--- src/rtl/tdm_slot_scheduler_pkg.sv ---
// Shared types and helpers for the TDM slot scheduler (package tdm_pkg).
// The round-robin channel search lives here so the top stays readable.
package tdm_pkg;

    localparam int unsigned N_CH = 4;
    localparam int unsigned CH_W = 2;

    typedef enum logic [1:0] {IDLE, RUN, DRAIN} tdm_state_t;

    // Next set bit of mask strictly after cur, wrapping 3 -> 0; returns cur if mask is empty.
    function automatic logic [CH_W-1:0] next_ch(input logic [CH_W-1:0] cur,
                                                input logic [N_CH-1:0] mask);
        logic [CH_W-1:0] res;
        logic [CH_W-1:0] cand;
        logic            found;
        res   = cur;
        found = 1'b0;
        for (int i = 1; i <= int'(N_CH); i++) begin
            cand = cur + CH_W'(i);
            if (!found && mask[cand]) begin
                res   = cand;
                found = 1'b1;
            end
        end
        return res;
    endfunction

    // True when cur is the last active channel before the round-robin wraps.
    function automatic logic is_frame_end(input logic [CH_W-1:0] cur,
                                          input logic [N_CH-1:0] mask);
        return next_ch(cur, mask) <= cur;
    endfunction

endpackage

--- src/rtl/tdm_slot_scheduler_if.sv ---
// Control/status bundle between a TDM scheduler and its controller.
// The scheduler takes the slave side; the controller (or bench) drives the master side.
interface tdm_slot_scheduler_if #(
    parameter int unsigned DWELL_W = 4
);
    import tdm_pkg::*;

    logic                start;
    logic                stop;
    logic [N_CH-1:0]     req;
    logic [DWELL_W-1:0]  dwell;
    logic [CH_W-1:0]     s;
    logic                e;
    logic [CH_W-1:0]     t;
    logic                ed;
    logic                busy;
    logic                slot_strobe;
    logic                frame_done;

    modport master (
        output start, stop, req, dwell,
        input  s, e, t, ed, busy, slot_strobe, frame_done
    );

    modport slave (
        input  start, stop, req, dwell,
        output s, e, t, ed, busy, slot_strobe, frame_done
    );

endinterface

--- src/rtl/tdm_slot_scheduler_sel_delay_line.sv ---
// LAT-deep shift register carrying the mux-side {e, s} to the demux-side {ed, t}.
module sel_delay_line
    import tdm_pkg::*;
#(
    parameter int unsigned LAT = 1
) (
    input  logic            clk,
    input  logic            rst_n,
    input  logic [CH_W-1:0] i_s,
    input  logic            i_e,
    output logic [CH_W-1:0] o_t,
    output logic            o_ed
);

    logic [CH_W:0] r_pipe [LAT];

    always_ff @(posedge clk or negedge rst_n) begin
        if (!rst_n) begin
            for (int i = 0; i < int'(LAT); i++) r_pipe[i] <= '0;
        end else begin
            r_pipe[0] <= {i_e, i_s};
            for (int i = 1; i < int'(LAT); i++) r_pipe[i] <= r_pipe[i-1];
        end
    end

    assign o_t  = r_pipe[LAT-1][CH_W-1:0];
    assign o_ed = r_pipe[LAT-1][CH_W];

endmodule

--- src/rtl/tdm_slot_scheduler.sv ---
// TDM slot sequencer driving a 4:1 mux / 1:4 demux pair.
// Define SCHED_SKIP_EN to skip idle channels; otherwise all four channels get fixed slots.
module tdm_slot_scheduler
    import tdm_pkg::*;
#(
    parameter int unsigned DWELL_W = 4,
    parameter int unsigned LAT     = 1
) (
    input  logic                clk,
    input  logic                rst_n,
    tdm_slot_scheduler_if.slave bus
);

    tdm_state_t         r_state;
    logic [DWELL_W-1:0] r_cnt;
    logic [DWELL_W-1:0] r_dwell;
    logic [N_CH-1:0]    r_req_q;
    logic               r_stop_q;
    logic [CH_W-1:0]    r_s;
    logic               r_e;
    logic               r_busy;
    logic               r_slot_strobe;
    logic               r_frame_done;

    logic [DWELL_W-1:0] w_dwell_eff;
    logic               w_last;
    logic               w_stop_any;
    logic               w_go;
    logic [CH_W-1:0]    w_first_ch;
    logic               w_first_en;
    logic               w_first_fd;
    logic [CH_W-1:0]    w_nxt_ch;
    logic               w_nxt_en;
    logic               w_nxt_fd;
    logic               w_cur_fd;
    logic               w_hold_en;
    logic               w_req_empty;
    logic [CH_W-1:0]    w_t;
    logic               w_ed;

    assign w_dwell_eff = (bus.dwell == '0) ? DWELL_W'(1) : bus.dwell;
    assign w_last      = (r_cnt == r_dwell - DWELL_W'(1));
    assign w_stop_any  = r_stop_q | bus.stop;

`ifdef SCHED_SKIP_EN
    assign w_go        = bus.start & ~bus.stop & (|bus.req);
    assign w_first_ch  = next_ch(CH_W'(N_CH - 1), bus.req);
    assign w_first_en  = 1'b1;
    assign w_first_fd  = is_frame_end(w_first_ch, bus.req);
    assign w_nxt_ch    = next_ch(r_s, bus.req);
    assign w_nxt_en    = 1'b1;
    assign w_nxt_fd    = is_frame_end(w_nxt_ch, bus.req);
    assign w_cur_fd    = is_frame_end(r_s, r_req_q);
    assign w_hold_en   = 1'b1;
    assign w_req_empty = (bus.req == '0);
`else
    assign w_go        = bus.start & ~bus.stop;
    assign w_first_ch  = '0;
    assign w_first_en  = bus.req[0];
    assign w_first_fd  = 1'b0;
    assign w_nxt_ch    = r_s + CH_W'(1);
    assign w_nxt_en    = bus.req[w_nxt_ch];
    assign w_nxt_fd    = (w_nxt_ch == CH_W'(N_CH - 1));
    assign w_cur_fd    = (r_s == CH_W'(N_CH - 1));
    assign w_hold_en   = r_req_q[r_s];
    assign w_req_empty = 1'b0;
`endif

    // frame_done is registered, so it is decided one edge ahead: when the next cycle is a slot's last.
    always_ff @(posedge clk or negedge rst_n) begin
        if (!rst_n) begin
            r_state       <= IDLE;
            r_cnt         <= '0;
            r_dwell       <= DWELL_W'(1);
            r_req_q       <= '0;
            r_stop_q      <= 1'b0;
            r_s           <= '0;
            r_e           <= 1'b0;
            r_busy        <= 1'b0;
            r_slot_strobe <= 1'b0;
            r_frame_done  <= 1'b0;
        end else begin
            r_slot_strobe <= 1'b0;
            r_frame_done  <= 1'b0;
            unique case (r_state)
                IDLE: begin
                    r_s      <= '0;
                    r_e      <= 1'b0;
                    r_busy   <= 1'b0;
                    r_stop_q <= 1'b0;
                    r_cnt    <= '0;
                    if (w_go) begin
                        r_state       <= RUN;
                        r_busy        <= 1'b1;
                        r_dwell       <= w_dwell_eff;
                        r_req_q       <= bus.req;
                        r_s           <= w_first_ch;
                        r_e           <= w_first_en;
                        r_slot_strobe <= 1'b1;
                        r_frame_done  <= (w_dwell_eff == DWELL_W'(1)) && w_first_fd;
                    end
                end
                RUN: begin
                    if (bus.stop) r_stop_q <= 1'b1;
                    if (w_last) begin
                        r_cnt <= '0;
                        if (w_stop_any || w_req_empty) begin
                            r_state <= DRAIN;
                            r_e     <= 1'b0;
                        end else begin
                            r_req_q       <= bus.req;
                            r_s           <= w_nxt_ch;
                            r_e           <= w_nxt_en;
                            r_slot_strobe <= 1'b1;
                            r_frame_done  <= (r_dwell == DWELL_W'(1)) && w_nxt_fd;
                        end
                    end else begin
                        r_cnt        <= r_cnt + DWELL_W'(1);
                        r_e          <= w_hold_en;
                        r_frame_done <= (r_cnt + DWELL_W'(1) == r_dwell - DWELL_W'(1)) && w_cur_fd;
                    end
                end
                DRAIN: begin
                    if (r_cnt == DWELL_W'(LAT - 1)) begin
                        r_state <= IDLE;
                        r_busy  <= 1'b0;
                        r_s     <= '0;
                        r_cnt   <= '0;
                    end else begin
                        r_cnt <= r_cnt + DWELL_W'(1);
                    end
                end
                default: r_state <= IDLE;
            endcase
        end
    end

    sel_delay_line #(
        .LAT (LAT)
    ) u_delay (
        .clk   (clk),
        .rst_n (rst_n),
        .i_s   (r_s),
        .i_e   (r_e),
        .o_t   (w_t),
        .o_ed  (w_ed)
    );

    assign bus.s           = r_s;
    assign bus.e           = r_e;
    assign bus.t           = w_t;
    assign bus.ed          = w_ed;
    assign bus.busy        = r_busy;
    assign bus.slot_strobe = r_slot_strobe;
    assign bus.frame_done  = r_frame_done;

endmodule

--- src/flat_wrapper.sv ---
// flat-port wrapper written by rule: the top's interface ports become plain ports
module tdm_slot_scheduler_flat import tdm_pkg::*;
#(
    parameter int unsigned DWELL_W = 4,
    parameter int unsigned LAT     = 1
)
  (clk, rst_n, bus_start, bus_stop, bus_req, bus_dwell, bus_s, bus_e, bus_t, bus_ed, bus_busy, bus_slot_strobe, bus_frame_done);
  tdm_slot_scheduler_if #(.DWELL_W(DWELL_W)) bus_i ();
  input  logic clk;
  input  logic rst_n;
  input wire logic [$bits(bus_i.start)-1:0] bus_start;
  input wire logic [$bits(bus_i.stop)-1:0] bus_stop;
  input wire logic [$bits(bus_i.req)-1:0] bus_req;
  input wire logic [$bits(bus_i.dwell)-1:0] bus_dwell;
  output wire logic [$bits(bus_i.s)-1:0] bus_s;
  output wire logic [$bits(bus_i.e)-1:0] bus_e;
  output wire logic [$bits(bus_i.t)-1:0] bus_t;
  output wire logic [$bits(bus_i.ed)-1:0] bus_ed;
  output wire logic [$bits(bus_i.busy)-1:0] bus_busy;
  output wire logic [$bits(bus_i.slot_strobe)-1:0] bus_slot_strobe;
  output wire logic [$bits(bus_i.frame_done)-1:0] bus_frame_done;
  assign bus_i.start = bus_start;
  assign bus_i.stop = bus_stop;
  assign bus_i.req = bus_req;
  assign bus_i.dwell = bus_dwell;
  assign bus_s = bus_i.s;
  assign bus_e = bus_i.e;
  assign bus_t = bus_i.t;
  assign bus_ed = bus_i.ed;
  assign bus_busy = bus_i.busy;
  assign bus_slot_strobe = bus_i.slot_strobe;
  assign bus_frame_done = bus_i.frame_done;
  tdm_slot_scheduler #(.DWELL_W(DWELL_W), .LAT(LAT)) u_core (.clk(clk), .rst_n(rst_n), .bus(bus_i));
endmodule
--- config.mk ---
export PLATFORM = sky130hd
export DESIGN_NAME = tdm_slot_scheduler_flat
export DESIGN_NICKNAME = d
export VERILOG_FILES = /design/src/rtl/tdm_slot_scheduler_pkg.sv /design/src/rtl/tdm_slot_scheduler_if.sv /design/src/rtl/tdm_slot_scheduler_sel_delay_line.sv /design/src/rtl/tdm_slot_scheduler.sv /design/src/flat_wrapper.sv
export SDC_FILE = /design/constraint.sdc
export NUM_CORES = 1
export LEC_CHECK = 0
export BUFFER_PORTS_ARGS = -buffer_cell sky130_fd_sc_hd__buf_2
export CORE_UTILIZATION = 28
export CTS_BUF_LIST = sky130_fd_sc_hd__clkbuf_4
export CTS_CLUSTER_SIZE = 24
export DETAILED_ROUTE_END_ITERATION = 10
export GPL_ROUTABILITY_DRIVEN = 1
export SLEW_MARGIN = 20
export SYNTH_ARGS = -nofsm -noshare
export SYNTH_HDL_FRONTEND = slang
export SYNTH_SLANG_ARGS = --single-unit
--- constraint.sdc ---
create_clock -name clk -period 2.35 [get_ports clk]
set_clock_uncertainty 0.1 [all_clocks]
set_input_delay 0.235 -clock clk [delete_from_list [all_inputs] [get_ports clk]]
set_output_delay 0.235 -clock clk [all_outputs]
set_load 0.02 [all_outputs]
[After elaboration in Yosys (flattened, before gate mapping)]
Cells that the tools add are included.
Cells by class
  $add $sub $neg: 3
  $lt $le $gt $ge: 2
  equal/unequal tests: 13
  muxes and demuxes: 35
  bitwise logic cells: 3
  reductions and logical operators: 14
Operator list (count)
  two-way mux 4 bit: 6
  two-way mux 1 bit: 13
  two-way mux 2 bit: 6
  case mux 2 bit (3 select lines): 2
  case mux 4 bit (3 select lines): 1
  AND reduction 4 bit: 3
  equality test 4 bit: 2
  zero test 4 bit: 2
  != test 2 x 1 -> 1 bit, second input constant: 4
  case mux 1 bit (2 select lines): 4
  case mux 4 bit (2 select lines): 1
  equality test 2 bit, second input constant: 3
  less-than comparator 2 x 3 -> 1 bit, second input constant: 2
  AND reduction 2 bit: 3
  adder 4 x 1 -> 4 bit, second input constant: 1
  binary-select mux 1 bit (select 2 bit): 2
  equality test 4 x 1 -> 1 bit, second input constant: 1
  != test 2 bit, second input constant: 2
  nonzero test 2 bit: 2
  subtractor 4 x 1 -> 4 bit, second input constant: 1
  nonzero test 3 bit: 1
  adder 2 x 1 -> 2 bit, second input constant: 1
  equality test 2 x 1 -> 1 bit, second input constant: 1
  logical AND 1 bit: 2
  other kinds (4): 4
Storage, ports and cells
  bits in registers: 24
  input bits: 12
  output and inout bits: 9
  logic and storage cells: 81

[Longest topological paths before layout]
Gate-level depths: netlist (run 1).
  depth after elaboration: 6
  gate-level depth with buffers: 8

[By module]
A second synthesis (run 1) with hierarchy kept.
Second synthesis, totals
  cells, all modules: 129
  area total of the unflattened synthesis: 1356.3 sq um
By module, submodules not included
  tdm_slot_scheduler: times used 1, cells an instance 126, area an instance 1281.2 sq um, seq. area each 526.8 sq um
  sel_delay_line: times used 1, cells an instance 3, area an instance 75.1 sq um, seq. area each 75.1 sq um

[Worst setup path before layout (run 1)]
OpenSTA, ideal clock, no wires.
  kind: register to register
  start point: register u_core.r_dwell[0]
  end point: register u_core.r_req_q[0]
  setup time: 125 ps
  arrival: 2096 ps
  data required time: 2125 ps
  slack: 29 ps
  stages on the path, launching flop included: 8
  path buffers: 0
  clock period less this slack: 2321 ps
  path through: dfstp_2 inv_1 ha_1 xor3_2 nor3_4 a31oi_1 or3_4 mux2_4
On the way
  word-level cells in the longest chain between the ends: 4
RTL lines
  start, declared: RTL line tdm_slot_scheduler.sv:16  | logic [DWELL_W-1:0] r_dwell;
  start signal, assigned: RTL line tdm_slot_scheduler.sv:95  | r_dwell <= w_dwell_eff;
  subtractor 4 x 1 -> 4 bit: RTL line tdm_slot_scheduler.sv:42  | assign w_last = (r_cnt == r_dwell - DWELL_W'(1));
  equality test 4 bit: RTL line tdm_slot_scheduler.sv:42
  != test 2 x 1 -> 1 bit (no line)
  AND reduction 4 bit (no line)
  end signal, assigned: RTL line tdm_slot_scheduler.sv:96  | r_req_q <= bus.req;
  end signal, assigned: RTL line tdm_slot_scheduler.sv:111  | r_req_q <= bus.req;
  end, declared: RTL line tdm_slot_scheduler.sv:17  | logic [N_CH-1:0] r_req_q;
Every way passes these cells.
A chain may end at the register's enable or synchronous reset.

[Worst setup path after layout (run 1)]
  start point: register u_core.r_dwell[0]
  end point: register u_core.r_req_q[3]
Same word-level chain as after synthesis.

==> results.cfg, run 1 <==
[outcome]
status = complete, no violations

[synth]
syn_area_sq_um = 1420
synthesis.nets = 153
ys_warn_count = 0
synth_cell_types = 37
synthArstFlopShare = 1.00
ys_seq_elements = 24
synth_edf_count = 0
synthCells = 131
ys_seq_area_frac = 0.425
avgSynthCellArea_sq_um = 10.8
ys.flop_type = dfrtp_1

[clock_tree]
cts_tree = done
clock_sinks = 24
ctsRootBufferMaster = clkbuf_4
htreeDepth = 1
clockBufferDepth = 2
insertion_delay_ps = 320
cts.clk_slew.worst_paths_ps = 140
cts_made_buffers = 3

[critical_path]
slowest_delay_ps = 550
path_class = flip-flop to flip-flop
required_ps = 2480
setup.worst_path.end = u_core.r_req_q[3]
rr_worst_depth = 7
cp_data_arrival_time_ps = 2380
path_cells = inv_1 -> ha_4 -> xnor2_2 -> nor3_4 -> a31oi_1 -> or3_4 -> mux2_4
slowest_stage = dfstp_2
crit_fanout = 4
startpoint_type = flip-flop
startpoint = u_core.r_dwell[0]
r2r-start = u_core.r_dwell[0]
worst-r2r-setup-slack_ps = 100
crit_path_end_kind = flip-flop
r2r_end = u_core.r_req_q[3]

[final_layout]
drive_gt1_frac = 0.315
final_common_cell = dfrtp_1
final_cell_count_no_fill = 229
final_core_utilization = 0.365
layout_common_cells = dfrtp_1 (23), buf_2 (20), inv_1 (11), a21oi_1 (10)
synthToLayoutAreaGrowth_pct = 23.1
layout.nets = 185
final_area_sq_um = 1750
antennaDiodeCount = 0

[sta]
worst_pin_slew_ps = 558
timing.final.crit_share = 0.960
fin_crit_ps = 2250
rsz0062_at_grt = false
max_freq_ghz = 0.443
hold_violations = 0
slew_violations = 0
slew-limit-headroom = 0.628
setup_violations = 0

[detailed_routing]
antenna_left = 0
routed_wirelength_mm = 3.02
dr.pass1.iters = 4
drc = 0
via_per_inst = 4.58
wl_per_cell_um = 13.2
drt_iter0_drc = 48
vias = 1049

[placed_design]
placed_cell_area_sq_um = 1650
dp_hpwl_mm = 2.22
gp_congestion = 0.748
dpl.cell_count = 223
io_buffers = 20

[die]
pin_count = 21
rows = 25
die_x_um = 73.2
core_sq_um = 4790
die_y_um = 73.2
dieArea_sq_um = 5350
initial_utilization = 0.296

[global_route]
grt_usage = 0.125
grt-ovfl-total = 0
grt_max_degree = 25
antenna_found_initial = 0
grt_pass1_wl_mm = 5.06
grt_pass1_vias = 1035

[hold_path]
hold_class = primary input to flip-flop
worstHoldStart = bus_req[1]

[power_and_ir_drop]
vdd_drop_max_v = 0.000737
leakagePower_uw = 0.000828
powerDensity_nw_per_um2 = 1370

[job]
drv_cap = 0
==> layout make-up <==
type	instances	area, sq um
Timing Repair Buffer	30	178
Fill cell	499	3040
Inverter	11	41.3
Tap cell	67	83.8
Clock inverter	1	30.0
Clock buffer	3	22.5
Sequential cell	24	602
Multi-Input combinational cell	93	788
==> registers in the layout, indices dropped and copies added, names as in the netlist <==
register and count:
u_core.bus.busy 1, u_core.u_delay.r_pipe 3, u_core.bus.frame_done 1, u_core.r_cnt 4
u_core.r_state 2, u_core.r_stop_q 1, u_core.r_req_q 4, u_core.bus.s 2
u_core.bus.e 1, u_core.bus.slot_strobe 1, u_core.r_dwell 4
==> metal layers <==
layer,up-vias,share of wire,track usage
met2,23,0.44,0.190
met3,2,0.029,0.0331
li1,526,-,-
met5,-,0,0
met1,498,0.52,0.178
met4,0,0.0053,0.0218
==> logic make-up (layout without fill, tap and decap cells) <==
family | Yosys count | count (layout) | share of synthesized area
compound gates | 28 | 28 | 0.124
xor+xnor | 10 | 10 | 0.0733
fa+ha+maj | 10 | 10 | 0.0883
buf+inv | 14 | 45 | 0.0380
flops | 24 | 24 | 0.425
mux | 13 | 13 | 0.127
simple gates | 32 | 32 | 0.125
==> Yosys cell counts (all sizes together) (2+ instances only) <==
| cell type | count | share of area |
|---|---|---|
| nor3 | 4 | 0.022 |
| xnor2 | 6 | 0.037 |
| mux2i | 3 | 0.021 |
| mux4 | 2 | 0.032 |
| and2 | 2 | 0.0088 |
| xor2 | 3 | 0.019 |
| nor2b | 2 | 0.0088 |
| nor2 | 5 | 0.013 |
| clkbuf | 2 | 0.0053 |
| mux2 | 8 | 0.074 |
| a211o | 2 | 0.012 |
| nand3 | 3 | 0.011 |
| ha | 10 | 0.088 |
| inv | 11 | 0.029 |
| o21ai | 6 | 0.021 |
| a2111oi | 2 | 0.012 |
| nand2 | 8 | 0.021 |
| o22ai | 3 | 0.013 |
| a21oi | 10 | 0.035 |
| dfrtp | 23 | 0.41 |
| or3 | 2 | 0.012 |
| and3 | 2 | 0.0088 |
==> where the power goes <==
group,internal (uW),leakage [uW],switching (uW)
Combinational,694,0.000494,725
Clock,173,0.0000279,131
Sequential,569,0.000306,106
==> per-stage QoR <==
step / setup WS (ps) / total power (uW) / setup TNS (ps) / hold WS [ps]
floorplan: 28.7 / 1630 / 0 / -161
global placement: -8.42 / 1980 / -19.2 / 154
detailed placement: -113 / 1990 / -210 / 155
CTS: 7.30 / 2370 / 0 / 35.7
global route: 10.5 / 2580 / 0 / 30.9
finish: 95.0 / 2400 / 0 / 50.2
==> timing repair <==
action,4_1_cts,5_1_grt
pin swaps,2,2
setup buffers,1,0
endpoints found under the setup margin,7,7
hold endpoints to repair,23,0
hold buffers,1,0
gates resized for setup,2,2
==> worst max-delay path: cells and delay by family, from the launching register on <==
| kind | cells | cell delay (ps) |
|---|---|---|
| xor+xnor | 1 | 170 |
| mux | 1 | 310 |
| fa+ha+maj | 1 | 260 |
| simple gates | 2 | 590 |
| compound gates | 1 | 110 |
| buf+inv | 1 | 70 |
| flops | 1 | 550 |
==> worst min-delay path by stage <==
stage                              to  cells after the start  slack, ps
detailed placement  u_core.r_dwell[2]                      1        160
CTS                 u_core.r_req_q[1]                      2         40
finish              u_core.r_req_q[1]                      2         50
global route        u_core.r_req_q[1]                      2         30
global placement    u_core.r_dwell[1]                      1        150
floorplan             u_core.bus.busy                      0       -160
Note: power is estimated with default switching activity, not from simulation.
==> inputs of run 2 (changes only) <==
--- a/config.mk
+++ b/config.mk
@@ -13,2 +13,4 @@
 export GPL_ROUTABILITY_DRIVEN = 1
+export HOLD_SLACK_MARGIN = 0.05
+export SETUP_SLACK_MARGIN = 0.1
 export SLEW_MARGIN = 20
==> constraint.sdc (replaced) <==
create_clock -name clk -period 2.35 [get_ports clk]
set_clock_uncertainty 0.1 [all_clocks]
set_input_delay 0.3525 -clock clk [delete_from_list [all_inputs] [get_ports clk]]
set_output_delay 0.3525 -clock clk [all_outputs]
set_load 0.02 [all_outputs]
==> run 2 against run 1 <==
  * First-iteration DRC count shrank 13%
  * Final cell count fell by 0.44%
  * Setup slack better by 14 ps
  * Global-route usage shrank 0.66 points
  * Power shrank 4.9%
  * Cell area down 0.86%
  * Non-clock buffer count shrank 1
  * Highest routed layer unchanged
==> results.cfg, run 2 (synthesis gave the netlist of run 1 again) <==
[power_and_ir_drop]
vdd_drop_max_v = 0.000347
p_seq_frac = 0.300
power.internal_uw = 1340
switching_power_uw = 940
combPwrFrac = 0.617
leakagePower_uw = 0.000815
powerDensity_nw_per_um2 = 1320
swShare = 0.412
totalPowerFinal_uw = 2280
clkPwrFrac = 0.083

[critical_path]
crit_fanout = 3
cp.buffers_inverters = 2
slowest_stage = dfstp_2
r2r-start = u_core.r_dwell[0]
crit_path_end_kind = flip-flop
startpoint_type = flip-flop
startpoint = u_core.r_dwell[0]
path_cells = inv_2 -> ha_4 -> xor3_2 -> a2111oi_0 -> buf_4 -> a2111oi_0 -> o21ai_0 -> o21ai_0
critPathTopFamily = compound AO/OA/AOI/OAI gates
required_ps = 2450
cp_data_arrival_time_ps = 2340
slowest_delay_ps = 560
path_class = flip-flop to flip-flop
rr_worst_depth = 8
path_depth = 8

[sta]
slew-limit-headroom = 0.626
timing.final.crit_share = 0.954
setup_ws_ps = 109
rsz0062_at_grt = true
slew_violations = 0
hold_violations = 0
worst_pin_slew_ps = 561
setup_violations = 0
fin_crit_ps = 2240
tns_ps = 0
max_freq_ghz = 0.446

[detailed_routing]
via_per_inst = 4.51
dr.pass1.iters = 4
drt_iter0_drc = 42
drc = 0
vias = 1028
wl_per_cell_um = 12.7
routed_wirelength_mm = 2.91
antenna_left = 0

[clock_tree]
htreeDepth = 1
cts.clk_slew.worst_paths_ps = 140
cts_made_buffers = 3
cts_tree = done
clockBufferDepth = 2
ctsRootBufferMaster = clkbuf_4
insertion_delay_ps = 310
clock_sinks = 24

[outcome]
status = complete, no violations

[placed_design]
io_buffers = 20
gp_congestion = 0.773
dpl.cell_count = 222
place_ws_ps = 135
dp_hpwl_mm = 2.20
placed_cell_area_sq_um = 1660

[hold_path]
whs_path_depth = 2
worstHoldStart = bus_req[3]
hold_class = primary input to flip-flop

[global_route]
grt_pass1_wl_mm = 4.83
grt_max_degree = 25
grt_pass1_vias = 1023
grt_usage = 0.118
antenna_found_initial = 0
grt-ovfl-total = 0

[final_layout]
final_cell_count_no_fill = 228
antennaDiodeCount = 0
layout_common_cells = dfrtp_1 (23), buf_2 (20), inv_1 (10), a21oi_1 (10), ha_1 (9)
top_regs = u_core.r_cnt x4, u_core.r_dwell x4, u_core.r_req_q x4
final_area_sq_um = 1730
synthToLayoutAreaGrowth_pct = 22.1
layout.nets = 184
final_common_cell = dfrtp_1
drive_gt1_frac = 0.323

[die]
pin_count = 21
die_x_um = 73.2
rows = 25
die_y_um = 73.2
dieArea_sq_um = 5350
core_sq_um = 4790
initial_utilization = 0.296

[job]
drv_cap = 0
## run 2: repair_timing
item,4_1_cts,5_1_grt
endpoints found under the setup margin,0,9
buffers inserted,0,1
hold buffers,1,0
resized for setup,0,5
endpoints found under the hold margin,23,0
## run 2: power by group through the flow
stage	combinational (uW)	sequential [uW]	clock, uW
CTS	1340	681	196
detailed placement	1330	689	0
global placement	1310	688	0
finish	1410	684	189
global route	1540	703	220
floorplan	939	738	0
## run 2: final timing paths
path                                                  to  slack, ps
worst min register to register  u_core.u_delay.r_pipe[2]        330
min in group asynchronous                u_core.r_cnt[2]        440
worst max-delay path                     u_core.r_cnt[2]        110
max in group asynchronous              u_core.r_dwell[0]       1340
worst max register to register           u_core.r_cnt[2]        110
worst min-delay path                   u_core.r_req_q[3]        170
## run 2: final cells by class
type                            count  area [sq um]
Clock buffer                        3          22.5
Inverter                           11          41.3
Tap cell                           67          83.8
Sequential cell                    24           602
Fill cell                         492          3060
Timing Repair Buffer               29           170
Clock inverter                      1          3.75
Multi-Input combinational cell     93           807
## run 2: layer usage
layer | GRT usage | up-vias | share of wire
met5 | 0 | - | 0
met3 | 0.0221 | 2 | 0.026
met2 | 0.182 | 13 | 0.46
met4 | 0.0458 | 0 | 0.010
met1 | 0.163 | 494 | 0.50
li1 | - | 519 | -
## run 2: through the flow
| stage | hold WS (ps) | util |
|---|---|---|
| after CTS | 163 | 0.355 |
| after detailed placement | 284 | 0.347 |
| final | 174 | 0.362 |
| after floorplan | -43.1 | - |
| after global placement | 285 | 0.347 |
| after global routing | 151 | 0.362 |
==> inputs of run 3 (changes only) <==
CORE_UTILIZATION = 50   (was 28)
CTS_CLUSTER_DIAMETER = 100   (was default)
PLACE_DENSITY = 0.74   (was default)
==> run 3 against run 2 <==
  * Maximum frequency up 2.5%
  * Flip-flop and latch count unchanged
  * Count of clock-buffer cells in the layout up 1
  * Final cell count down 16%
  * Critical endpoint is now u_core.r_req_q[2]
  * Non-clock buffer count unchanged
  * Wire length up 4.1%
  * First-iteration DRC count down 60%
  * Global-route usage up 9.2 points
  * Utilization up 29 points
  * Worst hold slack worse by 5.0 ps
==> results.cfg, run 3 (synthesis gave the netlist of run 1 again) <==
[detailed_routing]
wl_per_cell_um = 15.8
drc = 0
antenna_left = 0
dr.pass1.iters = 4
routed_wirelength_mm = 3.02
drt_iter0_drc = 17
via_per_inst = 5.76
vias = 1101

[job]
drv_cap = 0

[die]
die_x_um = 55.2
core_sq_um = 2570
die_y_um = 55.2
rows = 18
dieArea_sq_um = 3050
pin_count = 21
initial_utilization = 0.552

[critical_path]
slowest_stage = dfstp_2
cp_data_arrival_time_ps = 2300
startpoint = u_core.r_dwell[0]
required_ps = 2470
startpoint_type = flip-flop
critPathTopFamily = simple AND/OR/NAND/NOR gates
crit_fanout = 4
r2r-start = u_core.r_dwell[0]
slowest_delay_ps = 560
path_cells = inv_2 -> ha_4 -> xnor2_4 -> nor3_4 -> a31oi_1 -> or3_4 -> mux2_4
cp.buffers_inverters = 1
crit_path_end_kind = flip-flop
path_class = flip-flop to flip-flop

[final_layout]
layout_common_cells = dfrtp_1 (23), buf_2 (20), inv_1 (10), a21oi_1 (10), ha_1 (9)
fill_cells = 204
synthToLayoutAreaGrowth_pct = 18.8
antennaDiodeCount = 0
drive_gt1_frac = 0.329
layout.nets = 184
final_common_cell = dfrtp_1
top_regs = u_core.r_cnt x4, u_core.r_dwell x4, u_core.r_req_q x4

[sta]
slew-limit-headroom = 0.635
max_freq_ghz = 0.457
whs_ps = 170
tns_ps = 0
rsz0062_at_grt = true
slew_violations = 0
worst_pin_slew_ps = 548
setup_violations = 0
timing.final.crit_share = 0.930
fin_crit_ps = 2190
hold_violations = 0

[global_route]
grt-ovfl-total = 0
antenna_found_initial = 0
grt_pass1_vias = 1126
grt_usage = 0.211
grt_pass1_wl_mm = 5.16
grt_max_degree = 25

[placed_design]
gp_congestion = 0.807
dp_hpwl_mm = 2.26
io_buffers = 20

[hold_path]
worstHoldStart = bus_req[3]
hold_class = primary input to flip-flop

[clock_tree]
insertion_delay_ps = 310
cts.clk_slew.worst_paths_ps = 130
clockBufferDepth = 2
cts_made_buffers = 3
htreeDepth = 1
cts_tree = done
clock_sinks = 24
ctsRootBufferMaster = clkbuf_4

[power_and_ir_drop]
powerDensity_nw_per_um2 = 1400
vdd_drop_max_v = 0.000815
leakagePower_uw = 0.000810

[outcome]
status = complete, no violations
==> run 3: cell types whose count changed in the layout (fill, tap and decap cells not counted) <==
cell | previous run | this run
a2111oi_0 | 2 | 1
a2111oi_1 | 0 | 1
clkbuf_4 | 3 | 4
clkinv_1 | 1 | 0
or3b_1 | 1 | 0
or3b_4 | 0 | 1
xnor2_1 | 4 | 5
xnor2_2 | 1 | 0
==> run 3: cell type report <==
| cell class | count | area (sq um) | share of cell area |
|---|---|---|---|
| Tap cell | 30 | 37.5 | 0.0223 |
| Inverter | 11 | 41.3 | 0.0245 |
| Sequential cell | 24 | 602 | 0.357 |
| Clock buffer | 4 | 30.0 | 0.0178 |
| Timing Repair Buffer | 29 | 170 | 0.101 |
| Multi-Input combinational cell | 93 | 803 | 0.477 |
==> run 3: path summary, 6_finish.rpt <==
check                                           endpoint  slack, ps  cells after the start
worst max register to register         u_core.r_req_q[2]        160                      7
min in group asynchronous              u_core.r_req_q[3]        440                      2
max in group asynchronous              u_core.r_dwell[0]       1340                      2
worst min register to register  u_core.u_delay.r_pipe[2]        310                      0
worst min-delay path                   u_core.r_req_q[3]        170                      2
worst max-delay path                   u_core.r_req_q[2]        160                      7
==> run 3: layer usage <==
metal | share of wire | GRT usage
met1 | 0.45 | 0.282
met4 | 0.016 | 0.0679
met2 | 0.50 | 0.353
met3 | 0.027 | 0.0281
met5 | 0 | 0
==> run 3: what timing repair did <==
item / 4_1_cts / 5_1_grt
endpoints found under the setup margin: 6 / 11
setup buffers: 1 / 3
resized for setup: 0 / 6
pin swaps: 0 / 1
endpoints found under the hold margin: 23 / 0
hold buffers: 1 / 0
cloned: 0 / 0
==> run 3: through the flow <==
stage / std cells / total power, uW / area, sq um / worst slack, ps / util
5_1_grt: 191 / 2520 / 1680 / 47.4 / 0.656
3_5_place_dp: 182 / 2000 / 1590 / 67.7 / 0.620
4_1_cts: 188 / 2220 / 1640 / 113 / 0.639
3_3_place_gp: 182 / 1940 / 1590 / 123 / 0.620
2_1_floorplan: 131 / 1680 / 1440 / 170 / -
6_report: 191 / 2350 / 1680 / 164 / 0.656
==> run 3: report_power, final <==
part / switching, uW / internal (uW)
Combinational: 726 / 718
Clock: 125 / 77.9
Sequential: 138 / 570
